File: src/rtl/mc_ctrl_pkg.sv
// Shared encodings for the multicycle MIPS control unit: FSM states, opcodes,
// funct codes, ALU control constants and the per-state control word.
package mc_ctrl_pkg;

    localparam logic [5:0] OP_RTYPE = 6'b000000;
    localparam logic [5:0] OP_J     = 6'b000010;
    localparam logic [5:0] OP_BEQ   = 6'b000100;
    localparam logic [5:0] OP_BNE   = 6'b000101;
    localparam logic [5:0] OP_ADDI  = 6'b001000;
    localparam logic [5:0] OP_LW    = 6'b100011;
    localparam logic [5:0] OP_SW    = 6'b101011;

    localparam logic [5:0] FN_ADD = 6'b100000;
    localparam logic [5:0] FN_SUB = 6'b100010;
    localparam logic [5:0] FN_AND = 6'b100100;
    localparam logic [5:0] FN_OR  = 6'b100101;
    localparam logic [5:0] FN_SLT = 6'b101010;

    localparam logic [2:0] ALU_ADD = 3'b010;
    localparam logic [2:0] ALU_SUB = 3'b110;
    localparam logic [2:0] ALU_AND = 3'b000;
    localparam logic [2:0] ALU_OR  = 3'b001;
    localparam logic [2:0] ALU_SLT = 3'b111;

    typedef enum logic [1:0] {
        ALUOP_ADD   = 2'b00,
        ALUOP_SUB   = 2'b01,
        ALUOP_FUNCT = 2'b10
    } aluop_t;

    typedef enum logic [3:0] {
        S_FETCH,
        S_DECODE,
        S_MEMADR,
        S_MEMRD,
        S_MEMWB,
        S_MEMWR,
        S_EXECUTE,
        S_ALUWB,
        S_BRANCH,
        S_ADDIEX,
        S_ADDIWB,
        S_JUMP
    } state_t;

    typedef struct packed {
        logic       iord;
        logic       memwrite;
        logic       irwrite;
        logic       regdst;
        logic       memtoreg;
        logic       regwrite;
        logic       alusrca;
        logic [1:0] alusrcb;
        logic [1:0] pcsrc;
        logic       pcwrite;
        logic       branch;
        aluop_t     aluop;
    } ctrl_t;

    // Moore control word for each state; anything not set stays 0 / add.
    function automatic ctrl_t state_ctrl(input state_t s);
        ctrl_t c;
        c       = '0;
        c.aluop = ALUOP_ADD;
        case (s)
            S_FETCH: begin
                c.irwrite = 1'b1;
                c.pcwrite = 1'b1;
                c.alusrcb = 2'b01;
            end
            S_DECODE:  c.alusrcb = 2'b11;
            S_MEMADR: begin
                c.alusrca = 1'b1;
                c.alusrcb = 2'b10;
            end
            S_MEMRD:   c.iord = 1'b1;
            S_MEMWB: begin
                c.memtoreg = 1'b1;
                c.regwrite = 1'b1;
            end
            S_MEMWR: begin
                c.iord     = 1'b1;
                c.memwrite = 1'b1;
            end
            S_EXECUTE: begin
                c.alusrca = 1'b1;
                c.aluop   = ALUOP_FUNCT;
            end
            S_ALUWB: begin
                c.regdst   = 1'b1;
                c.regwrite = 1'b1;
            end
            S_BRANCH: begin
                c.alusrca = 1'b1;
                c.aluop   = ALUOP_SUB;
                c.pcsrc   = 2'b01;
                c.branch  = 1'b1;
            end
            S_ADDIEX: begin
                c.alusrca = 1'b1;
                c.alusrcb = 2'b10;
            end
            S_ADDIWB:  c.regwrite = 1'b1;
            S_JUMP: begin
                c.pcsrc   = 2'b10;
                c.pcwrite = 1'b1;
            end
            default: ;
        endcase
        return c;
    endfunction

endpackage

File: src/rtl/mc_controller_aludec.sv
// ALU decoder: maps (aluop, funct) to the ALU's alucontrol code.
// Unknown funct values fall back to add.
import mc_ctrl_pkg::*;

module mc_aludec #(
    parameter int OP_W   = 6,
    parameter int ACTL_W = 3
) (
    input  logic [1:0]        aluop,
    input  logic [OP_W-1:0]   funct,
    output logic [ACTL_W-1:0] alucontrol
);

    always_comb begin
        alucontrol = ALU_ADD;
        case (aluop)
            ALUOP_ADD: alucontrol = ALU_ADD;
            ALUOP_SUB: alucontrol = ALU_SUB;
            ALUOP_FUNCT: begin
                case (funct)
                    FN_ADD:  alucontrol = ALU_ADD;
                    FN_SUB:  alucontrol = ALU_SUB;
                    FN_AND:  alucontrol = ALU_AND;
                    FN_OR:   alucontrol = ALU_OR;
                    FN_SLT:  alucontrol = ALU_SLT;
                    default: alucontrol = ALU_ADD;
                endcase
            end
            default: alucontrol = ALU_ADD;
        endcase
    end

endmodule

File: src/rtl/mc_controller.sv
// Multicycle MIPS control unit: Moore FSM with registered control word.
// Optional feature: define MC_CTRL_BNE_EN to add bne support.
import mc_ctrl_pkg::*;

module mc_controller #(
    parameter int OP_W   = 6,
    parameter int ACTL_W = 3
) (
    input  logic              clk,
    input  logic              reset,
    input  logic [OP_W-1:0]   op,
    input  logic [OP_W-1:0]   funct,
    input  logic              zero,
    output logic              iord,
    output logic              memwrite,
    output logic              irwrite,
    output logic              regdst,
    output logic              memtoreg,
    output logic              regwrite,
    output logic              alusrca,
    output logic [1:0]        alusrcb,
    output logic [1:0]        pcsrc,
    output logic              pcen,
    output logic [ACTL_W-1:0] alucontrol,
    output logic              illegal_op
);

    state_t              state_q, state_d;
    ctrl_t               ctrl_q;
    logic                illegal_d;
    logic                is_bne;
    logic [ACTL_W-1:0]   dec_alucontrol;

    always_comb begin
        state_d   = state_q;
        illegal_d = 1'b0;
        case (state_q)
            S_FETCH:  state_d = S_DECODE;
            S_DECODE: begin
                case (op)
                    OP_LW, OP_SW: state_d = S_MEMADR;
                    OP_RTYPE:     state_d = S_EXECUTE;
                    OP_BEQ:       state_d = S_BRANCH;
`ifdef MC_CTRL_BNE_EN
                    OP_BNE:       state_d = S_BRANCH;
`endif
                    OP_ADDI:      state_d = S_ADDIEX;
                    OP_J:         state_d = S_JUMP;
                    default: begin
                        state_d   = S_FETCH;
                        illegal_d = 1'b1;
                    end
                endcase
            end
            S_MEMADR: state_d = (op == OP_SW) ? S_MEMWR : S_MEMRD;
            S_MEMRD:  state_d = S_MEMWB;
            S_EXECUTE: state_d = S_ALUWB;
            S_ADDIEX: state_d = S_ADDIWB;
            default:  state_d = S_FETCH;
        endcase
    end

    // Control word is precomputed from the next state so outputs come straight from flops.
    always_ff @(posedge clk) begin
        if (reset) begin
            state_q <= S_FETCH;
            ctrl_q  <= state_ctrl(S_FETCH);
        end else begin
            state_q <= state_d;
            ctrl_q  <= state_ctrl(state_d);
        end
    end

    mc_aludec #(
        .OP_W   (OP_W),
        .ACTL_W (ACTL_W)
    ) u_aludec (
        .aluop      (ctrl_q.aluop),
        .funct      (funct),
        .alucontrol (dec_alucontrol)
    );

`ifdef MC_CTRL_BNE_EN
    assign is_bne = (op == OP_BNE);
`else
    assign is_bne = 1'b0;
`endif

    // Reset overrides the registered word so nothing is written while it is held.
    assign iord       = ~reset & ctrl_q.iord;
    assign memwrite   = ~reset & ctrl_q.memwrite;
    assign irwrite    = ~reset & ctrl_q.irwrite;
    assign regdst     = ~reset & ctrl_q.regdst;
    assign memtoreg   = ~reset & ctrl_q.memtoreg;
    assign regwrite   = ~reset & ctrl_q.regwrite;
    assign alusrca    = ~reset & ctrl_q.alusrca;
    assign alusrcb    = reset ? 2'b00 : ctrl_q.alusrcb;
    assign pcsrc      = reset ? 2'b00 : ctrl_q.pcsrc;
    assign pcen       = ~reset & (ctrl_q.pcwrite | (ctrl_q.branch & (zero ^ is_bne)));
    assign alucontrol = reset ? ALU_ADD : dec_alucontrol;
    assign illegal_op = ~reset & illegal_d;

endmodule

File: config.mk
export PLATFORM = sky130hd
export DESIGN_NAME = mc_controller
export DESIGN_NICKNAME = d
export VERILOG_FILES = /design/src/rtl/mc_ctrl_pkg.sv /design/src/rtl/mc_controller_aludec.sv /design/src/rtl/mc_controller.sv
export SDC_FILE = /design/constraint.sdc
export NUM_CORES = 1
export LEC_CHECK = 0
export ABC_AREA = 1
export BUFFER_PORTS_ARGS = -buffer_cell sky130_fd_sc_hd__buf_2
export CORE_MARGIN = 2
export CORE_UTILIZATION = 33
export CTS_CLUSTER_SIZE = 20
export DETAILED_ROUTE_END_ITERATION = 16
export SLEW_MARGIN = 30
export SYNTH_ARGS = -nofsm -noshare
export SYNTH_HDL_FRONTEND = slang
export SYNTH_SLANG_ARGS = --single-unit
File: constraint.sdc
create_clock -name clk -period 1.55 [get_ports clk]
set_input_delay 0.0775 -clock clk [delete_from_list [all_inputs] [get_ports clk]]
set_output_delay 0.0775 -clock clk [all_outputs]
set_load 0.005 [all_outputs]
== Word level (Yosys, flattened, before mapping) ==
Cells that the tools add are included.

* Output and inout port bits: 16
* Input port bits: 15
* Flip-flop bits (word level): 19

* Reduce and logical (&&, ||, !) cells: 10
* Multiplexer cells: 22
* Bitwise operators: 12
* Equality and inequality tests: 27

{| class="wikitable"
|+ Operators with widths
! cell !! count
|-
| $eq A6 B6 Y1 const B || 6
|-
| $pmux W4 S6 || 1
|-
| $eq A4 B3 Y1 const B || 5
|-
| $eq A4 B4 Y1 const B || 5
|-
| $pmux W4 S5 || 1
|-
| $eq A4 B2 Y1 const B || 4
|-
| $pmux W3 S4 || 1
|-
| $mux W1 || 11
|-
| $and A1 B1 Y1 || 10
|-
| $eq A4 B1 Y1 const B || 2
|-
| $logic_not A4 Y1 || 2
|-
| $pmux W2 S2 || 2
|-
| $reduce_or A2 Y1 || 4
|-
| $eq A6 B2 Y1 const B || 1
|-
| $eq A6 B3 Y1 const B || 1
|-
| $eq A6 B4 Y1 const B || 1
|-
| $logic_not A6 Y1 || 1
|-
| $mux W3 || 2
|-
| $pmux W2 S3 || 1
|-
| $pmux W3 S2 || 1
|-
| $reduce_or A6 Y1 || 1
|-
| $mux W2 || 2
|-
| $reduce_or A4 Y1 || 1
|-
| $reduce_or A3 Y1 || 1
|-
| 4 further kinds || 4
|}

== Depth between registers and ports, before layout ==
Gate-level depths: netlist (run 1).

* Depth in word-level cells: 7
* Mapped depth: 11

== Modules after synthesis ==
From an unflattened synthesis (run 1), not the netlist that was laid out.

* Cell total of the unflattened synthesis: 181
* Area, all modules: 1068.5 µm²

{| class="wikitable"
|+ By module, submodules not included
! module !! area an instance (µm²) !! sequential area each (µm²) !! cells an instance !! times used
|-
| mc_controller || 894.6 || 340.3 || 144 || 1
|-
| mc_aludec || 173.9 || 0.0 || 37 || 1
|}

== Worst setup path after synthesis (run 1) ==
No wires, ideal clock.

* Kind: register to register
* From: reg state_q[3]
* To: reg ctrl_q[8] (netlist bit)
* Stages on the path, launching flop included: 11
* Setup time: 0.112 ns
* Period minus slack after synthesis: 1.261 ns
* Slack: 0.289 ns
* Arrival: 1.149 ns
* Buffers on the path: 0
* Cell sequence: dfxtp_1 -> nor2_2 -> inv_1 -> nor2_1 -> a21oi_2 -> nand2_4 -> clkinv_2 -> nand3_2 -> nand2_1 -> nor2_1 -> nor2_1

* Longest elaborated chain between the ends: 5

{| class="wikitable"
|+ Ends and longest elaborated chain
! element !! line !! text
|-
| start, declared || mc_controller.sv:28 || <nowiki>state_t state_q, state_d;</nowiki>
|-
| start signal, assigned || mc_controller.sv:69 || <nowiki>state_q <= state_d;</nowiki>
|-
| $eq A4 B4 Y1 (tied with other cells) || mc_controller.sv:37 || <nowiki>case (state_q)</nowiki>
|-
| $pmux W4 S6 (*) || mc_controller.sv:37 ||
|-
| $eq A4 B4 Y1 (tied with other cells) || mc_ctrl_pkg.sv:66 || <nowiki>case (s)</nowiki>
|-
| $reduce_or A4 Y1 (no line) (*) || n/a ||
|-
| $mux W1 (*) || mc_ctrl_pkg.sv:66 ||
|-
| end signal, assigned || mc_controller.sv:67 || <nowiki>ctrl_q <= state_ctrl(S_FETCH);</nowiki>
|-
| end signal, assigned || mc_controller.sv:70 || <nowiki>ctrl_q <= state_ctrl(state_d);</nowiki>
|-
| end, declared || mc_controller.sv:29 || <nowiki>ctrl_t ctrl_q;</nowiki>
|}

Every way passes the cells marked *; elsewhere a longest branch is shown, timed or not.
A chain may end at the register's enable or synchronous reset.

==> results summary, run 1 <==
The worst path meets setup with 0.122 ns of slack. The worst flop-to-flop path startpoint is state_q[0]$_SDFF_PP0_. The area of the die is 0.00355 mm². The critical path launch point type is a flip-flop.

The areal power density over the cells is 655 mW/mm². The maximum clock insertion buffer count came out at 2. The number of antenna violations at the first check in global routing came out at 0. TritonCTS built the clock tree. The clock tree skew after final layout is 0.00240 ns.

The share of total power dissipated in combinational logic is 16.3%. The area growth from synthesis to layout is 21.6%. The detail route stage leaves a number of antenna-violating nets equal to 0.

The most used flip-flop cell after synthesis is dfxtp_1. The critical path starts at ctrl_q[2]$_SDFF_PP0_. The floorplan step defined a core boundary enclosing 0.00300 mm². The path class of the tightest hold or removal check is in -> reg. The average vias per placed instance is 4.48. 0 antenna diodes ended up in the layout.

The detailed-route DRC error count came out at 0. The number of buffers created by CTS came out at 3. In this run, flip-flops and latches consume 56.4% of the power. The clock root buffer is clkbuf_4. The clock period minus final worst setup slack came out at 1.43 ns. Of the post-synthesis cell area, the dominant cell type holds 33.3%. The number of synthesized register bits came out at 17. The detailed router's first-iteration violation count came out at 21. The weighted congestion at the end of routability-driven global placement came out at 0.805.

dfxtp_1 takes more of the synthesized area than any other cell. The iteration count of the initial detailed-routing pass came out at 4. The switching share of total power is 26.0%.

Cells with a size suffix above 1 make up 27.7% of the layout. The clock share of power is 27.4%. The final number of max-transition violations is 0.

During synthesis, Yosys emitted a total of 0 warnings. The final net count came out at 213. The floorplan die height is 59.6 µm. The first-pass GRT wire length is 3.55 mm.

The highest achievable clock rate came out at 700 MHz. The number of cells in the design after placement came out at 224. The worst setup path is of the reg -> out kind. For the pin with the worst max-slew slack, the measured transition is 0.247 ns. The number of buffers added to fix hold violations after cts is 0. The count of distinct cell types in the synthesized netlist is 24. The routed design has 2.02 mm of wire. The tool flagged a number of max-cap violations equal to 0. The via count of the first global-routing pass came to 925. Entering global routing, the biggest net connects 21 pins. The setup TNS came out at 0 ns. The final-report hold violation count is 0.

Counting instances in the post-synthesis netlist gives the leading cell types as nor2_1 (37), inv_1 (32), nand2_1 (25), dfxtp_1 (17), nand3_1 (16). The number of flops mapped to enable cells by yosys came out at 0. The portion of the post-synthesis area used by sequential elements is 33.3%. The required time at the endpoint of the critical path came out at 1.47 ns. The count of pins on the block boundary is 31. Setup repair after global routing left no endpoint under its margin. The tightest slew margin relative to the limit came out at 83.4%. The highest fanout seen on the critical path came out at 3. The portion of the clock cycle consumed by the worst path in the final layout came out at 92.1%. The setup violation total in the final timing report came out at 0. The total nets after synthesis came out at 179.

The worst setup path is captured at a primary output. The HPWL after detailed placement is 1.61 mm. For this configuration, the core starts out at a cell density of 34.0%. The cell count after synthesis came out at 162. The number of sinks on the clock net came out at 17.

The flow ran to the end, and the final reports show no timing, DRC or antenna violations. The average wire length per cell after detail routing is 8.85 µm. The count of input and output buffers is 30.

For this block, the via count after detailed routing is 1021. The floorplan die width came out at 59.6 µm. The post-CTS clock slew at the launch and capture registers of the worst setup and hold paths is 0.09 ns.

The aggregate global routing overflow came out at 0. At the later pin of the worst-skew pair, clock insertion delay measures 0.28 ns. In the post-synthesis netlist, the cell with the most instances is nor2_1.

In this run the static leakage power is 0.679 nW. The row count is 20. The data arrival time of the critical path came out at 1.35 ns. The aggregate global-route resource usage came out at 12.8%. The final cell count without fillers is 228.

The synthesized area came out at 0.00102 mm². The worst slack at placement is 0.128 ns. The cell internal power dissipation came out at 601 µW.

In this run the most critical hold path is launched from reset. The async set-or-reset flop fraction in the synthesized netlist is 0%. In this run the power spent charging and discharging nets is 211 µW. The average instance in the mapped netlist occupies 6.30 µm². After synthesis, the cell types taking the most area are dfxtp_1 (33%), nor2_1 (14%), inv_1 (12%).

The number of H-tree branching levels came out at 1. The worst-case IR drop observed on VDD is 0.589 mV.
## registers in the layout, summed over array words and instances (netlist names)
signal	count
ctrl_q	13
state_q	4
## path summary, 6_finish.rpt
kind                            to  slack, ns  depth (start not counted)
min reg2reg  ctrl_q[10]$_SDFF_PP0_       0.57                          2
max reg2reg   ctrl_q[8]$_SDFF_PP0_       0.18                         11
min          ctrl_q[12]$_SDFF_PP1_       0.18                          3
max                  alucontrol[2]       0.12                          6
## per-stage QoR
step	hold WS, ns	power [mW]	utilization, %	cell area [µm²]
3_3_place_gp	0.453	0.600	40.1	1200
5_1_grt	0.193	0.870	41.3	1240
4_1_cts	0.170	0.826	41.0	1230
3_5_place_dp	0.463	0.599	40.1	1200
2_1_floorplan	0.266	0.554	-	1020
6_report	0.175	0.812	41.3	1240
## power groups by stage
stage / logic, mW / clock network [mW] / registers, mW
final: 0.132 / 0.222 / 0.458
after floorplan: 0.0874 / 0 / 0.466
after global routing: 0.154 / 0.257 / 0.459
after detailed placement: 0.132 / 0 / 0.467
after global placement: 0.132 / 0 / 0.467
after CTS: 0.133 / 0.236 / 0.457
## routing by layer
metal | GRT usage [%] | vias up | share of wire (%)
met5 | 0 | - | 0
met4 | 0.635 | 0 | 0.35
met1 | 14.7 | 430 | 45
li1 | - | 558 | -
met2 | 23.4 | 31 | 48
met3 | 5.02 | 2 | 6.6
## layout by cell type (no fill, tap or decap), types with 4 or more instances in the layout
cell type | Yosys | layout
nor2_1 | 37 | 36
inv_1 | 32 | 32
buf_2 | 0 | 30
nand2_1 | 25 | 25
nand3_1 | 16 | 16
dfxtp_1 | 17 | 15
a21oi_1 | 5 | 5
nand2_2 | 4 | 4
## worst max-delay path, stage by stage (launching register included)
cell and delay, ns:
dfxtp_1 0.36, inv_1 0.06, ha_1 0.28, inv_1 0.07, nand2_1 0.06, a21oi_1 0.11
buf_2 0.12
## timing repair
action | CTS | global route
resized for setup | 0 | 4
setup buffers | 0 | 0
endpoints found under the setup margin | 0 | 3
## final cells by class
class                      count  area, µm²
inverter                      36        138
fill                         340       1760
sequential                    17        343
tap                           33       41.3
clock buffer                   4       26.3
timing repair buffer          31        158
multi-input combinational    107        536
## cells by family after synthesis
family / after synthesis / share of synthesized area, %
and+or+nand+nor: 97 / 44.9
buffers and inverters: 38 / 15.0
AOI/OAI and AO/OA: 8 / 4.41
DFF: 17 / 33.3
adders and majority gates: 2 / 2.45
Power figures use the tool's default switching activity.
==> inputs of run 2 (changes only) <==
- CORE_UTILIZATION: 33 -> 50
- PLACE_DENSITY: default -> 0.78
==> run 2 against run 1 <==
  * Design area decreased by 0.40%
  * Final cell count decreased by 2.6%
  * Count of clock-buffer cells in the layout unchanged
  * Sequential cell count unchanged
  * Fmax increased by 0.54%
==> results summary, run 2 (synthesis results as in run 1) <==
The largest registers in the layout are ctrl_q (13), state_q (4). The count of input and output buffers is 30. The maximum number of pins on one net before global-route repair is 21. The transition time at the pin with the least slew margin came out at 0.239 ns. The iteration count of the initial detailed-routing pass came out at 4. From bottom edge to top edge, the die measures 49.2 µm.

The most numerous cell type found on the critical path is inv_1. In the layout the commonest cells are nor2_1 (35), inv_1 (32), buf_2 (30). The die covers 0.00242 mm². The number of flip-flops in the largest register is 13. The maximum clock insertion buffer count came out at 2.

The weighted congestion at the end of routability-driven global placement came out at 0.843. After layout, the worst path uses 91.6% of the clock period. The HPWL after detailed placement is 1.68 mm. Timing would allow up to 704 MHz. In this run the number of H-tree levels came out at 1. STA classifies the critical path startpoint as a flip-flop. The largest register by flop count is ctrl_q. The count of vias placed by the detailed router came out at 1078. In the final timing run, aggregate negative setup slack is 0 ns.

The final number of max-transition violations came out at 0. The post-route standard cell area excluding fillers came out at 0.00124 mm². The critical path in this run is classified as reg -> out. The number of antenna violations at the first check in global routing came out at 0. The row count came out at 16.

The aggregate global-route resource usage came out at 18.4%. The clock drives 17 sinks. The flow ran to the end, and the final reports show no timing, DRC or antenna violations.

The areal power density over the cells came out at 664 mW/mm². The area growth from synthesis to layout is 21.1%. The slowest stage cell on the critical path is dfxtp_2. The average vias per placed instance is 4.86. The family with the most delay on the worst path is flip-flops. The required time at the endpoint of the critical path came out at 1.47 ns. The first-pass GRT wire length is 3.57 mm. The floorplan die width is 49.2 µm. Max-cap violations in this run came to 0. After detailed placement, the total cell area comes to 0.00120 mm². In this run the remaining antenna-violating nets after routing total 0. The maximum ir drop on the vdd rail came out at 0.710 mV. The average wire length per cell after detail routing came out at 9.39 µm.

After clock tree synthesis, the setup repair step added 0 buffers. The highest fanout seen on the critical path is 3. The number of diodes is 0. Setup repair after global routing left no endpoint under its margin.

The final core utilization came out at 63.7%. Measured against its own limit, the worst slew margin works out to 83.9%. The overall routed net length came out at 2.08 mm. The count of pins on the block boundary is 31. The aggregate global routing overflow came out at 0. The data arrival time of the critical path is 1.34 ns. The via count of the first global-routing pass came out at 945. For this block, the initial DRC count from the detailed router was 21.

The number of buffers created by CTS is 3. The worst setup path is captured at a primary output. The post-CTS clock slew at the launch and capture registers of the worst setup and hold paths came out at 0.10 ns. The total area of multi-input combinational cells is 538 µm². The starting density of the core is 52.6%.

After floorplanning, the core was sized to cover 0.00194 mm². The detailed-route DRC error count is 0. The final-report hold violation count is 0. The post-route netlist has 28.2% of its cells at a drive strength greater than 1.

The leakage power summed over all cells came out at 0.679 nW. Leaving out fill and tap cells, the most frequent cell in the layout is nor2_1. Across the whole layout, storage elements account for 343 µm². In this design, the stage delay of the slowest critical-path cell is 0.35 ns.

At the end of the flow, the number of nets in the layout was 213. The clock period minus final worst setup slack came out at 1.42 ns. The filler cells instantiated in the layout total 189. Walking the worst path, the cells encountered are inv_1, ha_1, inv_1, nand2_1, a21oi_1, buf_2.

The tightest min-delay check is of the in -> reg type. The root buffer cell chosen for the clock tree is clkbuf_4. The critical path contains buffers and inverters numbering 3 combined.

The clock tree skew after final layout came out at 0.00475 ns. The setup violation total in the final timing report came out at 0. The insertion delay of the later-clocked pin in the worst-skew pair is 0.28 ns. The clock tree from TritonCTS is built.
run 2: worst min-delay path: stages:
cell,delay (ns)
buf_2,0.11
clkinv_1,0.15
nand2_1,0.07
run 2: final cells by class:
| cell class | count | share of cell area (%) |
|---|---|---|
| inverter | 36 | 11.1 |
| tap | 27 | 2.73 |
| sequential | 17 | 27.7 |
| clock buffer | 4 | 2.13 |
| multi-input combinational | 107 | 43.5 |
| timing repair buffer | 31 | 12.8 |
run 2: power by group:
part | leakage, nW | switching, mW | internal, mW
sequential | 0.139 | 0.00775 | 0.450
combinational | 0.524 | 0.0828 | 0.0516
clock | 0.0150 | 0.129 | 0.0997
total | 0.679 | 0.220 | 0.601
run 2: path summary, 6_finish.rpt:
path,start,end,slack (ns),depth (start not counted)
hold reg to reg,state_q[0]$_SDFF_PP0_,ctrl_q[10]$_SDFF_PP0_,0.57,2
setup / recovery,ctrl_q[2]$_SDFF_PP0_,alucontrol[2],0.13,6
setup reg to reg,state_q[3]$_SDFF_PP0_,ctrl_q[7]$_SDFF_PP0_,0.16,10
hold / removal,reset,ctrl_q[12]$_SDFF_PP1_,0.17,3
run 2: per-layer routing:
metal / wire, µm / global-route usage [%] / vias to the layer above
met5: 0 / 0 / -
met4: 23 / 3.81 / 0
met3: 132 / 3.68 / 4
met2: 1090 / 35.6 / 36
met1: 835 / 20.4 / 479
li1: - / - / 559
run 2: what timing repair did:
action	CTS	global route
gates resized for setup	0	5
hold buffers	0	0
endpoints found under the setup margin	0	4
run 2: metrics by stage:
stage               hold slack (ns)  worst slack (ns)  instances  total power, mW
detailed placement            0.455             0.142        218            0.600
CTS                           0.158            0.0527        222            0.823
global route                  0.196            0.0103        222            0.877
global placement              0.451             0.170        218            0.594
floorplan                     0.266             0.289        162            0.554
finish                        0.166             0.130        222            0.821
==> inputs of run 3 (changes only) <==
- CORE_UTILIZATION: 50 -> 49
- PLACE_DENSITY: 0.78 -> 0.77
- RECOVER_POWER: default -> 100
==> run 3 against run 2 <==
  * Combinational power about the same
  * Sequential power is essentially flat
  * Power decreased by 0.66%
  * Register-to-register slack improved by 0.02 ns
  * Core utilization shrank 1.4 points
  * Setup slack gained 0.021 ns
  * First-iteration DRC count decreased by 19%
  * Critical path depth did not move
  * Fmax up 1.5%
  * Die area increased by 1.9%
  * Largest power group unchanged
==> results summary, run 3 (synthesis results as in run 1) <==
The core area is 0.00196 mm². The startpoint identified for the worst register-to-register timing path is state_q[3]$_SDFF_PP0_. The cell with the most instances on the worst path is inv_1. Counting I/O delays and the setup requirement, the final critical path takes 1.40 ns. TritonCTS built the clock tree. The highest achievable clock rate is 715 MHz. The number of buffers inserted to repair setup after CTS is 0. The maximum ir drop on the vdd rail came out at 0.641 mV. The count of max-cap constraint violations came out at 0.

Grouping stages by cell kind, the critical path spends the most delay in flip-flops. The clock tree skew after final layout came out at 0.00245 ns. The detailed-route DRC error count came out at 0. STA classifies the critical path startpoint as a flip-flop. The worst slack at placement is 0.153 ns. No sink is reached through more buffers than the 2 on the longest clock path. The count of buffer and inverter cells on the critical path came out at 3.

The worst reg-to-reg setup slack is 0.18 ns. For this run, the slowest stage of the critical path takes 0.34 ns. The maximum number of pins on one net before global-route repair is 21. The count of vias placed by the detailed router came out at 1021. The final number of max-transition violations is 0. The number of sinks on the clock net came out at 17. Setup repair after global routing could not meet its margin everywhere. The share of final-layout standard cells stronger than drive strength 1 is 24.6%.

The number of antenna-violating nets in the routed design came out at 0. Setup violations remaining at the end of the flow were counted as 0. The endpoint class of the critical path is a primary output.

The iteration count of the initial detailed-routing pass is 4. In the final layout, the registers with the most flip-flops are ctrl_q (13), state_q (4). 0 antenna diodes ended up in the layout. The aggregate global-route resource usage came out at 18.5%.

The run finished with clean final reports. At the end of routability-driven placement, the weighted congestion stood at 0.873. From synthesis to final layout, the design area changed by 19.7%. The tightest min-delay check is of the in -> reg type. Fill cells in the final layout number 198. The aggregate global routing overflow came out at 0. The floorplan step set the die height to 49.6 µm. The number of buffers created by CTS is 3. The largest individual stage delay along the critical path comes from the cell dfxtp_2. Leaving out fill and tap cells, the most frequent cell in the layout is nor2_1. Adding up every negative setup slack in the final design gives 0 ns. For this design the ratio of total power to cell area is 667 mW/mm².

The number of gates resized after cts came out at 0. The average wire length per cell after detail routing is 8.76 µm. For this block, the routed nets add up to 1.94 mm of wire. The average vias per placed instance came out at 4.60. In this run the worst path has a maximum fanout of 3. The library cells used most frequently in the layout, excluding fill and tap cells, are nor2_1 (36), inv_1 (32), nand2_1 (26). The data arrival time of the critical path is 1.32 ns. The first global-routing pass estimated 3.57 mm of wire. More flip-flops sit in one register than any other, and that register is ctrl_q. The floorplan die width came out at 49.6 µm. The final-report hold violation count came out at 0.

After the last flow step, the layout net total stands at 213. The via count of the first global-routing pass was 920. In this run, post-CTS hold repair placed 0 buffers.

The leakage power summed over all cells came out at 0.648 nW. The HPWL after detailed placement is 1.59 mm. Clock tree synthesis selected as its root buffer the cell clkbuf_4. The worst hold path was traced through 3 stages. The detailed router's first-iteration violation count is 17. Walking the worst path, the cells encountered are inv_1, ha_1, inv_1, nand2_1, a21oi_2, buf_2. In this run the most critical hold path is launched from reset. The area of the die came out at 0.00246 mm².

The insertion delay of the later-clocked pin in the worst-skew pair is 0.29 ns. Row generation in the floorplan step produced 16 rows. In this run the number of H-tree levels came out at 1. The tightest slew margin relative to the limit came out at 83.0%. For the worst flop-to-flop path, the logic depth is 10. In this run the tool buffered the top-level ports with 30 buffer cells.

The completed layout was analyzed and its total power is 816 µW. The transition time at the pin with the least slew margin is 0.253 ns. The count of pins on the block boundary came out at 31. The starting density of the core came out at 52.0%. The number of antenna violations at the first check in global routing came out at 0.

The endpoint of the worst hold-timing path is ctrl_q[12]$_SDFF_PP1_. The number of flip-flops in the largest register is 13. The worst flop-to-flop path endpoint is ctrl_q[8]$_SDFF_PP0_. Across all setup checks in the final design, the least slack found is 0.151 ns. The portion of the clock cycle consumed by the worst path in the final layout came out at 90.2%. Clock-pin slew was measured on the worst setup and hold paths at 0.08 ns. STA puts the critical path data required time at 1.47 ns. The type of the worst setup path is reg -> out.
run 3: cell types whose count changed in the layout (fill, tap and decap cells not counted), sizes merged:
cell / delta
buf: -10
clkbuf: +10
run 3: worst register-to-register path: cells and delay by family (launching register included):
family	cells	cell delay [ns]
DFF	1	0.43
and+or+nand+nor	9	0.71
AOI/OAI and AO/OA	1	0.18
run 3: layer usage:
layer	part of all wire, %	wire length, µm	vias to the layer above	global-route usage, %
li1	-	-	556	-
met1	44	856	438	19.7
met2	50	965	23	35.1
met3	4.8	93	4	4.55
met4	1.5	29	0	5.56
met5	0	0	-	0
run 3: cell type report:
| type | count | area, µm² | share of cell area (%) |
|---|---|---|---|
| well taps | 27 | 33.8 | 2.76 |
| repair buffers | 31 | 150 | 12.3 |
| inverters | 36 | 138 | 11.3 |
| multi-input cells | 107 | 532 | 43.5 |
| flip-flops and latches | 17 | 343 | 28.0 |
| clock buffers | 4 | 26.3 | 2.15 |
run 3: worst max-delay path by stage:
| stage | from | to | slack [ns] | cells after the start |
|---|---|---|---|---|
| global placement | state_q[3]$_SDFF_PP0_ | ctrl_q[7]$_SDFF_PP0_ | 0.19 | 10 |
| detailed placement | state_q[0]$_SDFF_PP0_ | ctrl_q[8]$_SDFF_PP0_ | 0.15 | 11 |
| floorplan | state_q[3]$_SDFF_PP0_ | ctrl_q[8]$_SDFF_PP0_ | 0.29 | 10 |
| global route | ctrl_q[2]$_SDFF_PP0_ | alucontrol[0] | 0.006 | 6 |
| finish | ctrl_q[2]$_SDFF_PP0_ | alucontrol[2] | 0.15 | 6 |
| CTS | state_q[0]$_SDFF_PP0_ | illegal_op | 0.09 | 7 |
run 3: metrics by stage:
step                util [%]  hold slack [ns]  instance area (µm²)  std cells
finish                  62.3            0.161                 1220        222
global route            62.3            0.181                 1220        222
CTS                     62.4            0.164                 1220        222
detailed placement      61.0            0.462                 1200        218
global placement        61.0            0.449                 1200        218
floorplan                  -            0.266                 1020        162
run 3: power by group:
group / internal, mW / switching, mW
Combinational: 0.0503 / 0.0803
Clock: 0.100 / 0.127
Sequential: 0.450 / 0.00783
Total: 0.601 / 0.215
